**config.mk**
```make
export PLATFORM = sky130hd
export DESIGN_NAME = bk_sync_ctrl
export DESIGN_NICKNAME = d
export VERILOG_FILES = /design/src/rtl/bk_sync_pkg.sv /design/src/rtl/dirty_map.sv /design/src/rtl/bk_sync_ctrl.sv
export SDC_FILE = /design/constraint.sdc
export NUM_CORES = 1
export LEC_CHECK = 0
export ABC_AREA = 0
export BUFFER_PORTS_ARGS = -buffer_cell sky130_fd_sc_hd__buf_2
export CAP_MARGIN = 20
export CORE_UTILIZATION = 35
export CTS_CLUSTER_DIAMETER = 150
export DETAILED_ROUTE_END_ITERATION = 10
export SYNTH_ARGS = -nofsm -noshare
export SYNTH_HDL_FRONTEND = slang
export SYNTH_SLANG_ARGS = --single-unit
export TNS_END_PERCENT = 50
```
**constraint.sdc**
```tcl
create_clock -name clk_sys -period 6.5 [get_ports clk_sys]
set_input_delay 1.3 -clock clk_sys [delete_from_list [all_inputs] [get_ports clk_sys]]
set_output_delay 1.3 -clock clk_sys [all_outputs]
set_load 0.01 [all_outputs]
```
**src/rtl/bk_sync_pkg.sv**
```systemverilog
// Shared types and constants for the backup-RAM sync engine.
package bk_sync_pkg;

  typedef enum logic [1:0] {IDLE, SCAN, REQ, XFER} state_t;
  typedef enum logic {READ, WRITE} mode_t;

  localparam int SECTOR_BYTES = 512;
  localparam int SECTOR_SHIFT = $clog2(SECTOR_BYTES);
  localparam int CNT_W        = 22;

endpackage

```
**src/rtl/dirty_map.sv**
```systemverilog
// One bit per BSRAM sector, set by core writes and by a failed write-back,
// cleared per sector on write-back or all at once after a load; set wins.
module dirty_map
  import bk_sync_pkg::*;
#(
  parameter int SEC_W = 8
) (
  input  logic             clk_sys,
  input  logic             reset,
  input  logic             set_en,
  input  logic [SEC_W-1:0] set_idx,
  input  logic             restore_en,
  input  logic [SEC_W-1:0] restore_idx,
  input  logic             clr_en,
  input  logic [SEC_W-1:0] clr_idx,
  input  logic             clr_all,
  input  logic [SEC_W-1:0] rd_idx,
  output logic             rd_bit
);

  localparam int NUM = 1 << SEC_W;

  logic [NUM-1:0] map_reg;
  logic [NUM-1:0] map_next;

  for (genvar gi = 0; gi < NUM; gi++) begin : g_bit
    logic hit_set;
    logic hit_clr;
    assign hit_set = (set_en && set_idx == SEC_W'(gi)) ||
                     (restore_en && restore_idx == SEC_W'(gi));
    assign hit_clr = clr_all || (clr_en && clr_idx == SEC_W'(gi));
    assign map_next[gi] = hit_set ? 1'b1 : (hit_clr ? 1'b0 : map_reg[gi]);
  end

  always_ff @(posedge clk_sys) begin
    if (!reset) map_reg <= '0;
    else        map_reg <= map_next;
  end

  assign rd_bit = map_reg[rd_idx];

endmodule

```
**src/rtl/bk_sync_ctrl.sv**
```systemverilog
// Sector-by-sector BSRAM <-> SD save-file transfer engine driving the
// hps_io sd_rd/sd_wr/sd_ack handshake, with dirty-sector autosave.
module bk_sync_ctrl
  import bk_sync_pkg::*;
#(
  parameter int SEC_W   = 8,
  parameter int TIMEOUT = 2000000
) (
  input  logic        clk_sys,
  input  logic        reset,
  input  logic        bk_ena,
  input  logic [23:0] ram_mask,
  input  logic        load_req,
  input  logic        save_req,
  input  logic        auto_tick,
  input  logic        dl_done,
  input  logic        bsram_we,
  input  logic [16:0] bsram_addr,
  output logic [31:0] sd_lba,
  output logic        sd_rd,
  output logic        sd_wr,
  input  logic        sd_ack,
  output logic        bk_loading,
  output logic        busy,
  output logic        err
);

  localparam logic [CNT_W-1:0] CNT_LAST = CNT_W'(TIMEOUT - 1);
  localparam logic [CNT_W-1:0] CNT_MAX  = '1;

  state_t           state_reg;
  mode_t            mode_reg;
  logic             all_reg;
  logic [SEC_W-1:0] idx_reg;
  logic [SEC_W-1:0] lba_reg;
  logic [CNT_W-1:0] cnt_reg;
  logic             ack_prev_reg;
  logic             ack_seen_reg;
  logic             load_prev_reg;
  logic             save_prev_reg;
  logic             pend_reg;
  logic             rd_reg;
  logic             wr_reg;
  logic             loading_reg;
  logic             err_reg;

  logic [SEC_W-1:0] last_idx;
  logic [16-SECTOR_SHIFT:0] core_sec;
  logic             load_edge;
  logic             save_edge;
  logic             ack_rise;
  logic             dl_trig;
  logic             at_last;
  logic             timeout_hit;
  logic             sector_done;
  logic             dirty_bit;
  logic             unused_bits;

  assign last_idx    = ram_mask[SEC_W+SECTOR_SHIFT-1:SECTOR_SHIFT];
  assign core_sec    = bsram_addr[16:SECTOR_SHIFT];
  assign unused_bits = ^{ram_mask[23:SEC_W+SECTOR_SHIFT], ram_mask[SECTOR_SHIFT-1:0],
                         bsram_addr[SECTOR_SHIFT-1:0]};

  assign load_edge   = load_req & ~load_prev_reg;
  assign save_edge   = save_req & ~save_prev_reg;
  assign ack_rise    = sd_ack & ~ack_prev_reg;
  assign dl_trig     = dl_done | pend_reg;
  assign at_last     = (idx_reg == last_idx);
  // Timeout only counts while still waiting for the acknowledge to rise.
  assign timeout_hit = (state_reg == XFER) && !ack_seen_reg && !ack_rise &&
                       (cnt_reg >= CNT_LAST);
  assign sector_done = (state_reg == XFER) && ack_seen_reg && !sd_ack;

  dirty_map #(.SEC_W(SEC_W)) u_dirty (
    .clk_sys     (clk_sys),
    .reset       (reset),
    .set_en      (bsram_we),
    .set_idx     (SEC_W'(core_sec)),
    .restore_en  (timeout_hit && mode_reg == WRITE),
    .restore_idx (idx_reg),
    .clr_en      (state_reg == REQ && mode_reg == WRITE),
    .clr_idx     (idx_reg),
    .clr_all     (sector_done && at_last && mode_reg == READ),
    .rd_idx      (idx_reg),
    .rd_bit      (dirty_bit)
  );

  always_ff @(posedge clk_sys) begin
    if (!reset) begin
      state_reg     <= IDLE;
      mode_reg      <= READ;
      all_reg       <= 1'b0;
      idx_reg       <= '0;
      lba_reg       <= '0;
      cnt_reg       <= '0;
      ack_prev_reg  <= sd_ack;
      ack_seen_reg  <= 1'b0;
      load_prev_reg <= load_req;
      save_prev_reg <= save_req;
      pend_reg      <= 1'b0;
      rd_reg        <= 1'b0;
      wr_reg        <= 1'b0;
      loading_reg   <= 1'b0;
      err_reg       <= 1'b0;
    end else begin
      load_prev_reg <= load_req;
      save_prev_reg <= save_req;
      ack_prev_reg  <= sd_ack;
      if (state_reg != IDLE && dl_done && bk_ena) pend_reg <= 1'b1;

      case (state_reg)
        IDLE: begin
          idx_reg      <= '0;
          ack_seen_reg <= 1'b0;
          if (!bk_ena) begin
            pend_reg <= 1'b0;
          end else if (dl_trig || load_edge) begin
            mode_reg    <= READ;
            loading_reg <= 1'b1;
            err_reg     <= 1'b0;
            pend_reg    <= 1'b0;
            state_reg   <= REQ;
          end else if (save_edge || auto_tick) begin
            mode_reg  <= WRITE;
            all_reg   <= save_edge;
            err_reg   <= 1'b0;
            state_reg <= SCAN;
          end
        end

        SCAN: begin
          if (!bk_ena)                   state_reg <= IDLE;
          else if (all_reg || dirty_bit) state_reg <= REQ;
          else if (at_last)              state_reg <= IDLE;
          else                           idx_reg   <= idx_reg + SEC_W'(1);
        end

        REQ: begin
          lba_reg      <= idx_reg;
          rd_reg       <= (mode_reg == READ);
          wr_reg       <= (mode_reg == WRITE);
          cnt_reg      <= '0;
          ack_seen_reg <= 1'b0;
          state_reg    <= XFER;
        end

        XFER: begin
          if (!ack_seen_reg) begin
            if (ack_rise) begin
              rd_reg       <= 1'b0;
              wr_reg       <= 1'b0;
              ack_seen_reg <= 1'b1;
            end else if (timeout_hit) begin
              rd_reg      <= 1'b0;
              wr_reg      <= 1'b0;
              err_reg     <= 1'b1;
              loading_reg <= 1'b0;
              state_reg   <= IDLE;
            end else if (cnt_reg != CNT_MAX) begin
              cnt_reg <= cnt_reg + CNT_W'(1);
            end
          end else if (!sd_ack) begin
            ack_seen_reg <= 1'b0;
            // A dropped bk_ena ends the run only at a sector boundary.
            if (at_last || !bk_ena) begin
              loading_reg <= 1'b0;
              state_reg   <= IDLE;
            end else begin
              idx_reg   <= idx_reg + SEC_W'(1);
              state_reg <= (mode_reg == WRITE) ? SCAN : REQ;
            end
          end
        end

        default: state_reg <= IDLE;
      endcase
    end
  end

  assign sd_lba     = {{(32-SEC_W){1'b0}}, lba_reg};
  assign sd_rd      = rd_reg;
  assign sd_wr      = wr_reg;
  assign bk_loading = loading_reg;
  assign busy       = (state_reg != IDLE);
  assign err        = err_reg;

endmodule

```
==> flow_summary.json <==
{
  "final_cell_mix": "nor2_1 (314), dfxtp_1 (304), o211ai_1 (256), o221a_2 (240), nand2_1 (98)",
  "final_common_cell": "nor2_1",
  "cts_tree": "yes",
  "cts.sinks": 307,
  "hold_path_class": "flip-flop to flip-flop",
  "status": "completed",
  "grt_first_pass_wirelength_mm": 106,
  "synth-edff-count": 0,
  "ff_latch_area_um2": 6150,
  "drtIter0Drc": 2745,
  "critPathMaxStageDelay_ns": 0.95,
  "p_leak_nw": 6.05,
  "dp_cells": 2465,
  "instances_no_fill": 2536,
  "design.core.area_um2": 50100,
  "final_antenna_net_count": 0,
  "crit_type": "flip-flop to flip-flop",
  "postPlaceCellArea_um2": 17900,
  "die_x_um": 227,
  "initial_core_util_pct": 35.5,
  "ys_seq_elements": 307,
  "async_flop_share_pct": 0,
  "firstDrtPassIters": 7,
  "synthDistinctLibCells": 78,
  "synth_area_um2": 17800,
  "synth_cells": 1948,
  "grt_usage_pct": 27.4,
  "multiInputGateArea_um2": 10500,
  "grt_max_degree": 121,
  "fillers": 5051,
  "rows": 82,
  "grt.overflow.total": 0,
  "ys.flop_type": "dfxtp_1",
  "fin_skew_ns": 0.0282,
  "die_h_um": 227,
  "layout_setup_ws_ns": 2.53,
  "start_kind": "flip-flop",
  "required_ns": 6.98,
  "dp_hpwl_mm": 40.4,
  "gp_congestion": 0.919,
  "pin_count": 87,
  "crit_fanout": 20,
  "avgRoutedWirePerCell_um": 28.3,
  "crit_chain": "ha_1 > inv_1 > nor2_1 > nand2_1 > nor2_1 > and2_1 > buf_4 > nand3_1 > o221a_2 > nor2_1",
  "startpoint": "state_reg[0]",
  "crit_arrival_ns": 4.44,
  "max_cap_violations": 0,
  "clockBufferDepth": 3,
  "clkTransAtPathRegs_ns": 0.06,
  "dieArea_um2": 51700,
  "crit_path_frequent_cell": "nor2_1",
  "routed-via-count": 17200,
  "hold_viol": 0,
  "slew_headroom_pct": 18.4,
  "finalSetupViolations": 0,
  "powerDensity_nw_per_um2": 241,
  "wirelength_mm": 71.8,
  "clk_latency_ns": 0.56,
  "post-cts-setup-buffer-count": 0,
  "first_global_vias": 16400,
  "vdd_drop_max_v": 0.000118,
  "ys_seq_area_share_pct": 34.6,
  "largest_reg_flops": 256,
  "layout_min_cycle_time_ns": 3.97,
  "htreeDepth": 2,
  "drcViolationCount": 0,
  "path_buf_inv": 2,
  "finalInstanceArea_um2": 19200,
  "crit_path_end_kind": "flip-flop",
  "diodes": 0,
  "period_share_pct": 61.1,
  "dpl_worst_slack_ns": 2.31,
  "tightest_slew_ns": 1.22,
  "holdCritStartpoint": "sd_wr",
  "cts_root_buf": "clkbuf_16",
  "rr_startpoint": "state_reg[0]",
  "grt_antenna_before_repair": 2,
  "cts_made_buffers": 36,
  "rsz0062_at_grt": "no",
  "area_growth_pct": 8.18,
  "fin_setup_tns_ns": 0,
  "drv_slew": 0,
  "cts_resized": 0,
  "final_nets": 1898,
  "fmax_mhz": 252,
  "viasPerCell": 6.78,
  "slowest_stage": "nand3_1",
  "cp_top_family": "simple AND/OR/NAND/NOR gates",
  "synth_area_per_cell_um2": 9.12,
  "io_buffers": 37,
  "synth-warning-count": 0,
  "cts_hold_buf": 0,
  "drive_above_1_share_pct": 23.3
}
==> report_power, final <==
| part | internal (mW) | total [mW] | switching, mW | leakage (nW) |
|---|---|---|---|---|
| Clock | 1.19 | 2.05 | 0.861 | 0.574 |
| Combinational | 0.189 | 0.622 | 0.433 | 3.00 |
| Sequential | 1.90 | 1.95 | 0.0440 | 2.48 |
==> metal layers <==
metal	routed length [um]	up-vias	track usage, %
met5	8	-	0
met4	3700	2	13.9
met3	9370	246	10.8
met2	30500	1190	39.8
met1	28200	8480	34.9
li1	-	7282	-
==> final timing paths <==
path	to	slack, ns	depth (start not counted)
worst max-delay path	u_dirty.map_reg[111]	2.53	10
worst min-delay path	sd_wr	0.45	2
worst max register to register	u_dirty.map_reg[111]	2.53	10
worst min register to register	sd_wr	0.45	2
==> final cells by class <==
| class | instances | share of cell area, % |
|---|---|---|
| Sequential cell | 307 | 32.0 |
| Tap cell | 672 | 4.38 |
| Clock inverter | 11 | 0.547 |
| Timing Repair Buffer | 70 | 2.83 |
| Multi-Input combinational cell | 1405 | 54.4 |
| Clock buffer | 53 | 5.44 |
| Inverter | 18 | 0.391 |
==> synthesized netlist by cell type (all sizes together), types with 2 or more instances <==
library cell | instances | area share, %
o22ai | 6 | 0.21
nand2 | 100 | 2.1
a22oi | 32 | 1.4
or3 | 6 | 0.21
o21ai | 18 | 0.51
mux2i | 92 | 5.2
o21a | 4 | 0.17
a21o | 3 | 0.13
a31oi | 7 | 0.25
mux2 | 3 | 0.19
buf | 108 | 3.9
nor2 | 315 | 6.7
nor3 | 14 | 0.42
xor2 | 16 | 0.79
inv | 18 | 0.38
nor2b | 16 | 0.56
o31ai | 4 | 0.20
clkbuf | 133 | 2.8
nand3 | 81 | 3.1
a21oi | 29 | 0.90
nand2b | 5 | 0.18
and3 | 7 | 0.27
or4 | 2 | 0.11
ha | 10 | 0.70
nand4 | 17 | 0.60
a311o | 2 | 0.11
nand4b | 2 | 0.099
mux4 | 29 | 3.7
xnor2 | 7 | 0.35
and2 | 7 | 0.25
o221a | 253 | 16
a2111oi | 5 | 0.46
nor4 | 6 | 0.21
or2 | 4 | 0.14
dfxtp | 307 | 35
and4 | 5 | 0.25
o211ai | 257 | 11
==> through the flow <==
step / hold slack, ns / utilization [%] / power (mW)
global placement: 0.450 / 35.8 / 2.57
detailed placement: 0.447 / 35.8 / 2.58
global route: 0.493 / 38.4 / 4.74
CTS: 0.457 / 38.1 / 4.60
finish: 0.450 / 38.4 / 4.62
floorplan: 0.433 / - / 2.40
==> cell families after synthesis <==
group | synth area share (%)
other | 0.0211
buffers and inverters | 7.06
and+or+nand+nor | 15.4
AOI/OAI and AO/OA | 32.0
xor gates and xnor gates | 1.13
DFF | 34.6
adders and majority gates | 0.704
muxes | 9.11
==> tightest hold or removal path: stages (launching register included) <==
cell and delay, ns:
dfxtp_1 0.31, nand2_1 0.05, a21oi_1 0.05
(Power assumes the default switching activity.)
